**config.mk**
```make
export PLATFORM = sky130hd
export DESIGN_NAME = filter_weight_fetcher
export DESIGN_NICKNAME = d
export VERILOG_FILES = /design/src/rtl/filter_fetch_pkg.sv /design/src/rtl/weight_fifo.sv /design/src/rtl/filter_weight_fetcher.sv
export SDC_FILE = /design/constraint.sdc
export NUM_CORES = 1
export LEC_CHECK = 0
export BUFFER_PORTS_ARGS = -buffer_cell sky130_fd_sc_hd__buf_4
export CAP_MARGIN = 25
export CORE_ASPECT_RATIO = 0.75
export CORE_UTILIZATION = 25
export CTS_CLUSTER_DIAMETER = 60
export CTS_CLUSTER_SIZE = 24
export DETAILED_ROUTE_END_ITERATION = 8
export PLACE_DENSITY = 0.46
export REMOVE_ABC_BUFFERS = 1
export SETUP_SLACK_MARGIN = 0.02
export SYNTH_ARGS = -nofsm -noshare
export SYNTH_HDL_FRONTEND = slang
export SYNTH_SLANG_ARGS = --single-unit
```
**constraint.sdc**
```tcl
create_clock -name clk -period 13.4 [get_ports clk]
set_clock_uncertainty 0.1 [all_clocks]
set_input_delay 0.67 -clock clk [delete_from_list [all_inputs] [get_ports clk]]
set_output_delay 0.67 -clock clk [all_outputs]
set_load 0.01 [all_outputs]
```
**src/rtl/filter_fetch_pkg.sv**
```systemverilog
// Shared types and constants for the filter weight fetcher.
package filter_fetch_pkg;

    typedef enum logic [1:0] {
        ST_IDLE  = 2'd0,
        ST_RUN   = 2'd1,
        ST_DRAIN = 2'd2,
        ST_DONE  = 2'd3
    } fetch_state_t;

    // Accept-to-FIFO latency: stage A, stage B, memory return.
    localparam int PIPE_LAT = 3;

endpackage

```
**src/rtl/weight_fifo.sv**
```systemverilog
// Synchronous FIFO holding returned weights (plus last flag) for the PE array.
module weight_fifo #(
    parameter int DEPTH = 8,
    parameter int WIDTH = 17
) (
    input  logic                   clk,
    input  logic                   reset,
    input  logic                   push,
    input  logic                   pop,
    input  logic [WIDTH-1:0]       wdata,
    output logic [WIDTH-1:0]       rdata,
    output logic                   full,
    output logic                   empty,
    output logic [$clog2(DEPTH):0] count
);

    localparam int AW = $clog2(DEPTH);

    logic [WIDTH-1:0] mem_r [DEPTH];
    logic [AW:0]      wr_ptr_r;
    logic [AW:0]      rd_ptr_r;
    logic             do_push_s;
    logic             do_pop_s;

    // Status flags and head word; head reads as zero while empty.
    always_comb begin
        empty     = (wr_ptr_r == rd_ptr_r);
        full      = (wr_ptr_r[AW] != rd_ptr_r[AW]) && (wr_ptr_r[AW-1:0] == rd_ptr_r[AW-1:0]);
        count     = wr_ptr_r - rd_ptr_r;
        do_pop_s  = pop && !empty;
        do_push_s = push && (!full || do_pop_s);
        if (empty) begin
            rdata = {WIDTH{1'b0}};
        end else begin
            rdata = mem_r[rd_ptr_r[AW-1:0]];
        end
    end

    // Pointer update; a push into a full FIFO is taken only alongside a pop.
    always_ff @(posedge clk) begin
        if (!reset) begin
            wr_ptr_r <= {(AW+1){1'b0}};
            rd_ptr_r <= {(AW+1){1'b0}};
        end else begin
            if (do_push_s) begin
                wr_ptr_r <= wr_ptr_r + 1'b1;
            end
            if (do_pop_s) begin
                rd_ptr_r <= rd_ptr_r + 1'b1;
            end
        end
    end

    // Storage array, no reset needed since pointers gate visibility.
    always_ff @(posedge clk) begin
        if (do_push_s) begin
            mem_r[wr_ptr_r[AW-1:0]] <= wdata;
        end
    end

endmodule

```
**src/rtl/filter_weight_fetcher.sv**
```systemverilog
// Converts (filter, channel, row, col) tuples to weight-memory reads and
// streams the returned weights to the PE array under credit-based flow control.
module filter_weight_fetcher
    import filter_fetch_pkg::*;
#(
    parameter int F_WIDTH    = 8,
    parameter int CH_WIDTH   = 5,
    parameter int R_WIDTH    = 4,
    parameter int S_WIDTH    = 6,
    parameter int ADDR_WIDTH = 16,
    parameter int DATA_WIDTH = 16,
    parameter int FIFO_DEPTH = 8
) (
    input  logic                  clk,
    input  logic                  reset,
    input  logic                  start,
    input  logic [CH_WIDTH-1:0]   num_ch,
    input  logic [R_WIDTH-1:0]    num_rows,
    input  logic [S_WIDTH-1:0]    num_cols,
    input  logic                  idx_valid,
    input  logic                  idx_last,
    input  logic [F_WIDTH-1:0]    filter_index,
    input  logic [CH_WIDTH-1:0]   channel_index,
    input  logic [R_WIDTH-1:0]    row_index,
    input  logic [S_WIDTH-1:0]    col_index,
    output logic                  await,
    output logic                  mem_ren,
    output logic [ADDR_WIDTH-1:0] mem_addr,
    input  logic [DATA_WIDTH-1:0] mem_rdata,
    output logic                  w_valid,
    output logic [DATA_WIDTH-1:0] w_data,
    output logic                  w_last,
    input  logic                  w_ready,
    output logic                  busy,
    output logic                  done
);

    localparam int FC_W   = F_WIDTH + CH_WIDTH;
    localparam int FULL_W = FC_W + R_WIDTH + S_WIDTH;
    localparam int OUT_W  = $clog2(FIFO_DEPTH + PIPE_LAT) + 1;
    localparam int FW     = DATA_WIDTH + 1;
    localparam int CNT_W  = $clog2(FIFO_DEPTH) + 1;
    localparam logic [OUT_W-1:0] CREDIT_MAX = OUT_W'(FIFO_DEPTH);

    fetch_state_t          state_r;
    fetch_state_t          state_nxt_s;
    logic [CH_WIDTH-1:0]   num_ch_r;
    logic [R_WIDTH-1:0]    num_rows_r;
    logic [S_WIDTH-1:0]    num_cols_r;
    logic [OUT_W-1:0]      outstanding_r;
    logic [OUT_W-1:0]      outstanding_nxt_s;
    logic                  accept_s;
    logic                  pop_s;
    logic                  drained_s;
    logic                  await_r;
    logic                  busy_r;
    logic                  done_r;

    logic                  a_valid_r;
    logic                  a_last_r;
    logic [FC_W-1:0]       a_fc_r;
    logic [R_WIDTH-1:0]    a_row_r;
    logic [S_WIDTH-1:0]    a_col_r;
    logic [FC_W-1:0]       fc_s;
    logic [FULL_W-1:0]     addr_full_s;
    logic                  b_valid_r;
    logic                  b_last_r;
    logic [ADDR_WIDTH-1:0] b_addr_r;
    logic                  ret_valid_r;
    logic                  ret_last_r;

    logic                  fifo_full_s;
    logic                  fifo_empty_s;
    logic [CNT_W-1:0]      fifo_count_s;
    logic [FW-1:0]         fifo_rdata_s;

    // Handshakes, credit bookkeeping and next-state selection.
    always_comb begin
        accept_s          = (state_r == ST_RUN) && idx_valid && !await_r;
        pop_s             = !fifo_empty_s && w_ready;
        drained_s         = !a_valid_r && !b_valid_r && !ret_valid_r &&
                            (fifo_count_s == {CNT_W{1'b0}});
        outstanding_nxt_s = outstanding_r + OUT_W'(accept_s) - OUT_W'(pop_s);
        case (state_r)
            ST_IDLE: begin
                if (start) begin
                    state_nxt_s = ST_RUN;
                end else begin
                    state_nxt_s = ST_IDLE;
                end
            end
            ST_RUN: begin
                if (accept_s && idx_last) begin
                    state_nxt_s = ST_DRAIN;
                end else begin
                    state_nxt_s = ST_RUN;
                end
            end
            ST_DRAIN: begin
                if (drained_s) begin
                    state_nxt_s = ST_DONE;
                end else begin
                    state_nxt_s = ST_DRAIN;
                end
            end
            ST_DONE:  state_nxt_s = ST_IDLE;
            default:  state_nxt_s = ST_IDLE;
        endcase
    end

    // Stage A product and stage B address at full width before truncation.
    always_comb begin
        fc_s        = FC_W'(filter_index) * FC_W'(num_ch_r) + FC_W'(channel_index);
        addr_full_s = (FULL_W'(a_fc_r) * FULL_W'(num_rows_r) + FULL_W'(a_row_r)) *
                      FULL_W'(num_cols_r) + FULL_W'(a_col_r);
    end

    // FSM with registered status outputs and credit-derived await.
    always_ff @(posedge clk) begin
        if (!reset) begin
            state_r       <= ST_IDLE;
            outstanding_r <= {OUT_W{1'b0}};
            await_r       <= 1'b1;
            busy_r        <= 1'b0;
            done_r        <= 1'b0;
            num_ch_r      <= {CH_WIDTH{1'b0}};
            num_rows_r    <= {R_WIDTH{1'b0}};
            num_cols_r    <= {S_WIDTH{1'b0}};
        end else begin
            state_r       <= state_nxt_s;
            outstanding_r <= outstanding_nxt_s;
            // The full-FIFO term is a redundant guard behind the credit count.
            await_r       <= (state_nxt_s != ST_RUN) || (outstanding_nxt_s >= CREDIT_MAX) ||
                             (fifo_full_s && !pop_s);
            busy_r        <= (state_nxt_s == ST_RUN) || (state_nxt_s == ST_DRAIN);
            done_r        <= (state_nxt_s == ST_DONE);
            if ((state_r == ST_IDLE) && start) begin
                num_ch_r   <= num_ch;
                num_rows_r <= num_rows;
                num_cols_r <= num_cols;
            end
        end
    end

    // Address pipe and memory-return tracking; reset drops anything in flight.
    always_ff @(posedge clk) begin
        if (!reset) begin
            a_valid_r   <= 1'b0;
            a_last_r    <= 1'b0;
            a_fc_r      <= {FC_W{1'b0}};
            a_row_r     <= {R_WIDTH{1'b0}};
            a_col_r     <= {S_WIDTH{1'b0}};
            b_valid_r   <= 1'b0;
            b_last_r    <= 1'b0;
            b_addr_r    <= {ADDR_WIDTH{1'b0}};
            ret_valid_r <= 1'b0;
            ret_last_r  <= 1'b0;
        end else begin
            a_valid_r <= accept_s;
            if (accept_s) begin
                a_fc_r   <= fc_s;
                a_row_r  <= row_index;
                a_col_r  <= col_index;
                a_last_r <= idx_last;
            end
            b_valid_r <= a_valid_r;
            if (a_valid_r) begin
                b_addr_r <= ADDR_WIDTH'(addr_full_s);
                b_last_r <= a_last_r;
            end
            ret_valid_r <= b_valid_r;
            ret_last_r  <= b_last_r;
        end
    end

    weight_fifo #(
        .DEPTH (FIFO_DEPTH),
        .WIDTH (FW)
    ) u_fifo (
        .clk   (clk),
        .reset (reset),
        .push  (ret_valid_r),
        .pop   (pop_s),
        .wdata ({ret_last_r, mem_rdata}),
        .rdata (fifo_rdata_s),
        .full  (fifo_full_s),
        .empty (fifo_empty_s),
        .count (fifo_count_s)
    );

    assign await    = await_r;
    assign busy     = busy_r;
    assign done     = done_r;
    assign mem_ren  = b_valid_r;
    assign mem_addr = b_addr_r;
    assign w_valid  = !fifo_empty_s;
    assign w_data   = fifo_rdata_s[DATA_WIDTH-1:0];
    assign w_last   = fifo_rdata_s[DATA_WIDTH];

endmodule

```
==> results of run 1 <==
## per-stage QoR
| stage | util (%) | power (mW) | hold WS (ns) | area (µm²) | setup slack, ns |
|---|---|---|---|---|---|
| finish | 30.1 | 1.56 | 0.248 | 16100 | 5.18 |
| global route | 30.1 | 1.63 | 0.218 | 16100 | 4.67 |
| CTS | 30.1 | 1.59 | 0.210 | 16100 | 5.14 |
| detailed placement | 28.6 | 0.885 | 0.357 | 15300 | 5.18 |
| global placement | 28.5 | 0.882 | 0.351 | 15300 | 5.26 |
| floorplan | - | 0.824 | 0.329 | 13500 | 6.07 |
## worst max-delay path: stages, from the launching register on
cell and delay (ns):
dfxtp_1 0.58, nand2_1 0.14, fa_1 0.50, fa_1 0.51, fa_1 0.52, inv_1 0.04, ha_1 0.34, a21o_1 0.22
a21oi_1 0.18, xnor2_1 0.17, and2_1 0.21, fa_1 0.48, inv_1 0.05, fa_1 0.47, inv_1 0.05, fa_1 0.52
inv_1 0.05, fa_1 0.49, inv_1 0.04, ha_1 0.33, a2111oi_0 0.65, o21ai_0 0.27, a41oi_1 0.37, o21ai_0 0.18
xor2_1 0.18, xor3_1 0.38, o21ai_1 0.12
## per-layer routing
layer  up-vias  track usage [%]  routed length, µm
met4         2             3.23                776
li1       4230                -                  -
met2       130             16.9              13300
met5         -                0                 17
met1      4341             17.8              16500
met3        37             1.62                961
## cell usage after synthesis (all sizes together), types with 7 or more instances
master    n  area share (%)
edfxtp  136              30
and2    135             6.2
nand2   134             3.7
ha      101             9.2
fa       96              14
inv      94             2.6
dfxtp    81              12
a21oi    64             2.3
nor2     64             1.8
clkbuf   36            0.99
mux4     34             5.6
xnor2    34             2.2
mux2i    32             2.3
xor2     13            0.83
a21o     12            0.66
o21ai    12            0.44
nor3     11            0.40
buf      10            0.27
o21bai   10            0.55
nand2b    7            0.32
## how the worst max path moves through the flow
stage | from | endpoint | slack, ns | depth (start not counted)
3_3_place_gp | num_rows_r[1] | mem_addr[15] | 5.26 | 26
4_1_cts | num_rows_r[1] | mem_addr[15] | 5.14 | 26
2_1_floorplan | num_rows_r[1] | mem_addr[15] | 6.07 | 26
5_1_grt | num_rows_r[1] | mem_addr[15] | 4.67 | 26
3_5_place_dp | num_rows_r[1] | mem_addr[15] | 5.18 | 26
6_report | num_rows_r[2] | mem_addr[15] | 5.18 | 26
## logic make-up (layout without fill, tap and decap cells)
logic type | Yosys count | after routing | synth area share, %
fa+ha+maj | 197 | 197 | 23.3
flops | 217 | 217 | 41.7
compound gates | 130 | 130 | 6.04
xor+xnor | 49 | 49 | 3.35
mux | 66 | 66 | 7.94
simple gates | 382 | 382 | 13.8
buf+inv | 141 | 248 | 3.87
## sequential cells by signal (all words and copies together) (netlist names), 2 cells and up, named ones only
| name | cells |
|---|---|
| u_fifo.mem_r | 136 |
| state_r | 2 |
| a_row_r | 4 |
| mem_addr | 16 |
| outstanding_r | 5 |
| u_fifo.wr_ptr_r | 4 |
| u_fifo.rd_ptr_r | 4 |
| a_fc_r | 13 |
| num_ch_r | 5 |
| a_col_r | 6 |
| num_cols_r | 6 |
| num_rows_r | 4 |
## layout make-up
type | count | area, µm²
Fill cell | 5521 | 37400
Multi-Input combinational cell | 824 | 7470
Sequential cell | 217 | 5710
Tap cell | 712 | 891
Timing Repair Buffer | 113 | 868
Clock buffer | 25 | 582
Inverter | 95 | 357
Clock inverter | 15 | 253
## where the power goes
part / switching (mW) / total, mW / internal (mW)
combinational: 0.0736 / 0.131 / 0.0573
sequential: 0.0166 / 0.735 / 0.718
clock: 0.340 / 0.692 / 0.352
## cell usage in the layout (no fill, tap or decap), types with 22 or more instances in the layout
cell type / synthesis / routed
dfxtp_1: 81 / 80
a21oi_1: 64 / 64
and2_1: 134 / 134
fa_1: 96 / 96
buf_4: 0 / 112
clkbuf_16: 0 / 22
xnor2_1: 34 / 34
ha_1: 101 / 101
nor2_1: 63 / 59
edfxtp_1: 136 / 136
mux4_2: 34 / 34
inv_1: 94 / 93
nand2_1: 134 / 134
mux2i_1: 32 / 32
==> flow_summary.ini, run 1 <==
[sta]
slew_viol_final = 0
layout_min_cycle_time_ns = 8.22
worst_slew_pin_slew_ns = 0.898
rsz0062_at_grt = no
relSlewSlack_pct = 40.2
min_period_over_period_pct = 61.4
setup_viol = 0
tns_ns = 0
finalHoldViolCount = 0
fmaxAchievable_mhz = 122

[power_and_ir_drop]
ir_drop_v = 0.0000746
power.density_nw_per_um2 = 96.6
leakage_nw = 6.62

[global_routing]
grt_overflow_total = 0
grt_pass1_wl_um = 50900
grtUsageTotal_pct = 11.7
antenna_found_initial = 1
grt_pass1_vias = 8866
grt_start_max_net_pins = 39

[route]
drt-wirelength-per-cell_um = 15.8
first_pass_iters = 4
ant_nets = 0
drt-initial-drc-count = 448
drc = 0
dr_total_vias = 8740
finalWirelength_um = 31500
routed_via_density = 4.37

[clock_tree]
cts_setup_buffers = 0
clockRootBuffer = clkbuf_16
cts_resized = 0
clk_pin_slew_ns = 0.09
cts_tree = done
cts_buffers = 22
hold_buffers = 0
cts_buffer_depth = 3
h-tree-depth = 1
clock-sinks = 217
clk_latency_ns = 0.54

[logic_synthesis]
postSynth.asyncResetShare_pct = 0
synthFlopType = edfxtp_1
postSynthRegisterBits = 217
yosysWarnings = 0
syn-instance-count = 1182
yosysSeqAreaShare_pct = 41.7
synth_area_per_cell_um2 = 11.6
synth_edf_count = 136
synth_area_um2 = 13700
ys_types = 54

[floorplanning]
design.portCount = 98
die-width_um = 272
dieArea_um2 = 55700
rows = 73
die_h_um = 205
start_util_pct = 25.6
core_region_area_um2 = 53500

[layout]
final-instance-count-excl-fill = 2001
syn2layout_area_growth_pct = 17.8
nets = 1530
diodes = 0
drive_above_1_share_pct = 15.7

[worst_setup_path]
rr_worst_depth = 26
worstSetupEndpointType = flip-flop
required_ns = 13.77
r2r-start = num_rows_r[2]
critPathKind = reg -> reg
ff2ff_setup_slack_ns = 5.18
start_kind = flip-flop
r2r-end = mem_addr[15]
critPathMaxFanout = 14
cp_data_arrival_time_ns = 8.60

[hold_path]
hold_path_class = in -> reg
hold_depth = 1
whs_endpoint = u_fifo.mem_r[1][7]
holdCritStartpoint = mem_rdata[7]

[job]
cap_violations = 0

[status]
outcome = finished, final reports clean

[placed_design]
dp_cells = 1961
port_buffers = 97
dpl.hpwl_um = 23200
routabilityCongestion = 0.776
Power figures use the tool's default switching activity.
==> run 2: changes to the inputs <==
ABC_AREA = 1   (was not set)
PLACE_DENSITY = 0.47   (was 0.46)
clock period = 7.2 ns   (was 13.4 ns; I/O delays follow)
==> flow_summary.ini, run 2 <==
[global_routing]
antenna_found_initial = 0
grt_start_max_net_pins = 70
grt_pass1_vias = 10869
grtUsageTotal_pct = 13.2
grt_overflow_total = 0
grt_pass1_wl_um = 60100

[hold_path]
hold_path_class = in -> reg

[logic_synthesis]
yosysWarnings = 0
yosysSeqAreaShare_pct = 40.6
yosysMostFrequentCell = nor2_1
postSynth.asyncResetShare_pct = 0
synth_top_area_cell = edfxtp_1
postSynthRegisterBits = 217
synth_area_um2 = 14100
syn-instance-count = 1610
synth_top_cells_by_count = nor2_1 (274), nand2_1 (263), inv_1 (254)
synthFlopType = edfxtp_1
synth_edf_count = 136
ys_types = 38
synth_area_per_cell_um2 = 8.73
synth.area.top_cells = edfxtp_1 (29%), fa_1 (14%), dfxtp_1 (12%)
synth_top_area_share_pct = 29.0

[clock_tree]
clock-sinks = 217
cts_tree = done
cts_buffers = 22
h-tree-depth = 1
clockRootBuffer = clkbuf_16
clk_pin_slew_ns = 0.06
cts_buffer_depth = 3
clk_latency_ns = 0.57

[worst_setup_path]
cp_num_buf_inv = 8
worstSetupEndpointType = flip-flop
slowest_delay_ns = 0.58
cp_data_arrival_time_ns = 7.19
required_ns = 7.58
crit_top_cell = inv_1
cp_slowest_cell = fa_1
critPathMaxFanout = 5
r2r-end = mem_addr[13]
worstSetupPathDepth = 32
rr_worst_depth = 32
critPathCapture = mem_addr[13]
critPathKind = reg -> reg
crit_start = a_fc_r[2]
r2r-start = a_fc_r[2]
ff2ff_setup_slack_ns = 0.39
start_kind = flip-flop
cp_top_family = adder cells

[placed_design]
routabilityCongestion = 0.869
dp_cells = 2401
port_buffers = 97
dpl.hpwl_um = 26100

[sta]
setup_viol = 0
worst_slew_pin_slew_ns = 0.976
fmaxAchievable_mhz = 147
hold_slack_ns = 0.0242
min_period_over_period_pct = 94.6
slew_viol_final = 0
layout_min_cycle_time_ns = 6.81
tns_ns = 0
finalHoldViolCount = 0
rsz0062_at_grt = no
relSlewSlack_pct = 34.7

[status]
outcome = finished, final reports clean

[floorplanning]
die-width_um = 276
start_util_pct = 25.6
die_h_um = 207
design.portCount = 98
rows = 74
core_region_area_um2 = 55000
dieArea_um2 = 57200

[layout]
diodes = 0
nets = 1992
syn2layout_area_growth_pct = 20.3
drive_above_1_share_pct = 11.0
final-instance-count-excl-fill = 2473
largest_register_ffs = 136
layout_commonest_cell = nor2_1
layout_common_cells = nor2_1 (273), nand2_1 (262), inv_1 (254), o21ai_0 (145), edfxtp_1 (136)

[job]
cap_violations = 0

[power_and_ir_drop]
power.density_nw_per_um2 = 190
leakage_nw = 8.08
ir_drop_v = 0.000156

[route]
first_pass_iters = 5
finalWirelength_um = 36800
dr_total_vias = 10766
drc = 0
drt-wirelength-per-cell_um = 14.9
drt-initial-drc-count = 568
routed_via_density = 4.35
ant_nets = 0
[run 2: layer usage]
layer	track usage (%)	routed length (µm)	up-vias
met5	0	0	-
met4	2.44	623	0
met3	1.92	1670	37
met2	19.5	15100	181
met1	20.4	19400	5129
li1	-	-	5419
[run 2: cell type report]
cell class                 instances  area, µm²
clock inverter                    15        218
multi-input combinational       1079       7280
fill                            5790      38100
tap                              722        903
sequential                       217       5710
inverter                         258        968
clock buffer                      25        583
timing repair buffer             157       1250
[run 2: how the worst min path moves through the flow]
stage | startpoint | endpoint | slack [ns] | depth (start not counted)
final | num_rows[1] | num_rows_r[1] | 0.02 | 3
after global routing | num_rows[1] | num_rows_r[1] | 0.02 | 3
after CTS | num_cols[2] | num_cols_r[2] | 0.0006 | 3
after detailed placement | b_last_r | ret_last_r | 0.32 | 2
after global placement | b_last_r | ret_last_r | 0.32 | 2
after floorplan | b_last_r | ret_last_r | 0.30 | 2
[run 2: worst min-delay path, delay by kind of cell]
family | cells | cell delay [ns]
buffers and inverters | 1 | 0.07
AO/OA/AOI/OAI | 1 | 0.08
AND/OR/NAND/NOR | 1 | 0.10
[run 2: per-stage QoR]
| stage | cell area (µm²) | util (%) | power, mW | worst slack [ns] |
|---|---|---|---|---|
| 2_1_floorplan | 13800 | - | 1.75 | 0.272 |
| 3_3_place_gp | 15700 | 28.6 | 1.97 | 0.149 |
| 3_5_place_dp | 15700 | 28.6 | 1.97 | 0.136 |
| 4_1_cts | 16800 | 30.6 | 3.26 | 0.0902 |
| 5_1_grt | 16900 | 30.8 | 3.38 | 0.0295 |
| 6_report | 16900 | 30.8 | 3.21 | 0.390 |
[run 2: kinds of logic after synthesis]
group / count (synthesis) / synth area share (%)
AOI/OAI and AO/OA: 252 / 9.64
xor gates and xnor gates: 28 / 1.74
adders and majority gates: 197 / 22.7
buffers and inverters: 314 / 8.41
DFF: 217 / 40.6
and+or+nand+nor: 602 / 17.0
[run 2: timing repair]
action / in CTS / in global routing
setup endpoints to repair: 0 / 5
hold buffers: 30 / 0
hold endpoints to repair: 142 / 0
buffers inserted: 0 / 2
gates resized for setup: 0 / 17
[run 2: report_power, final]
part | total, mW | internal, mW | leakage, nW | switching [mW]
Sequential | 1.39 | 1.35 | 1.87 | 0.0432
Combinational | 0.568 | 0.228 | 5.83 | 0.339
Clock | 1.26 | 0.664 | 0.384 | 0.592
Total | 3.21 | 2.24 | 8.08 | 0.975
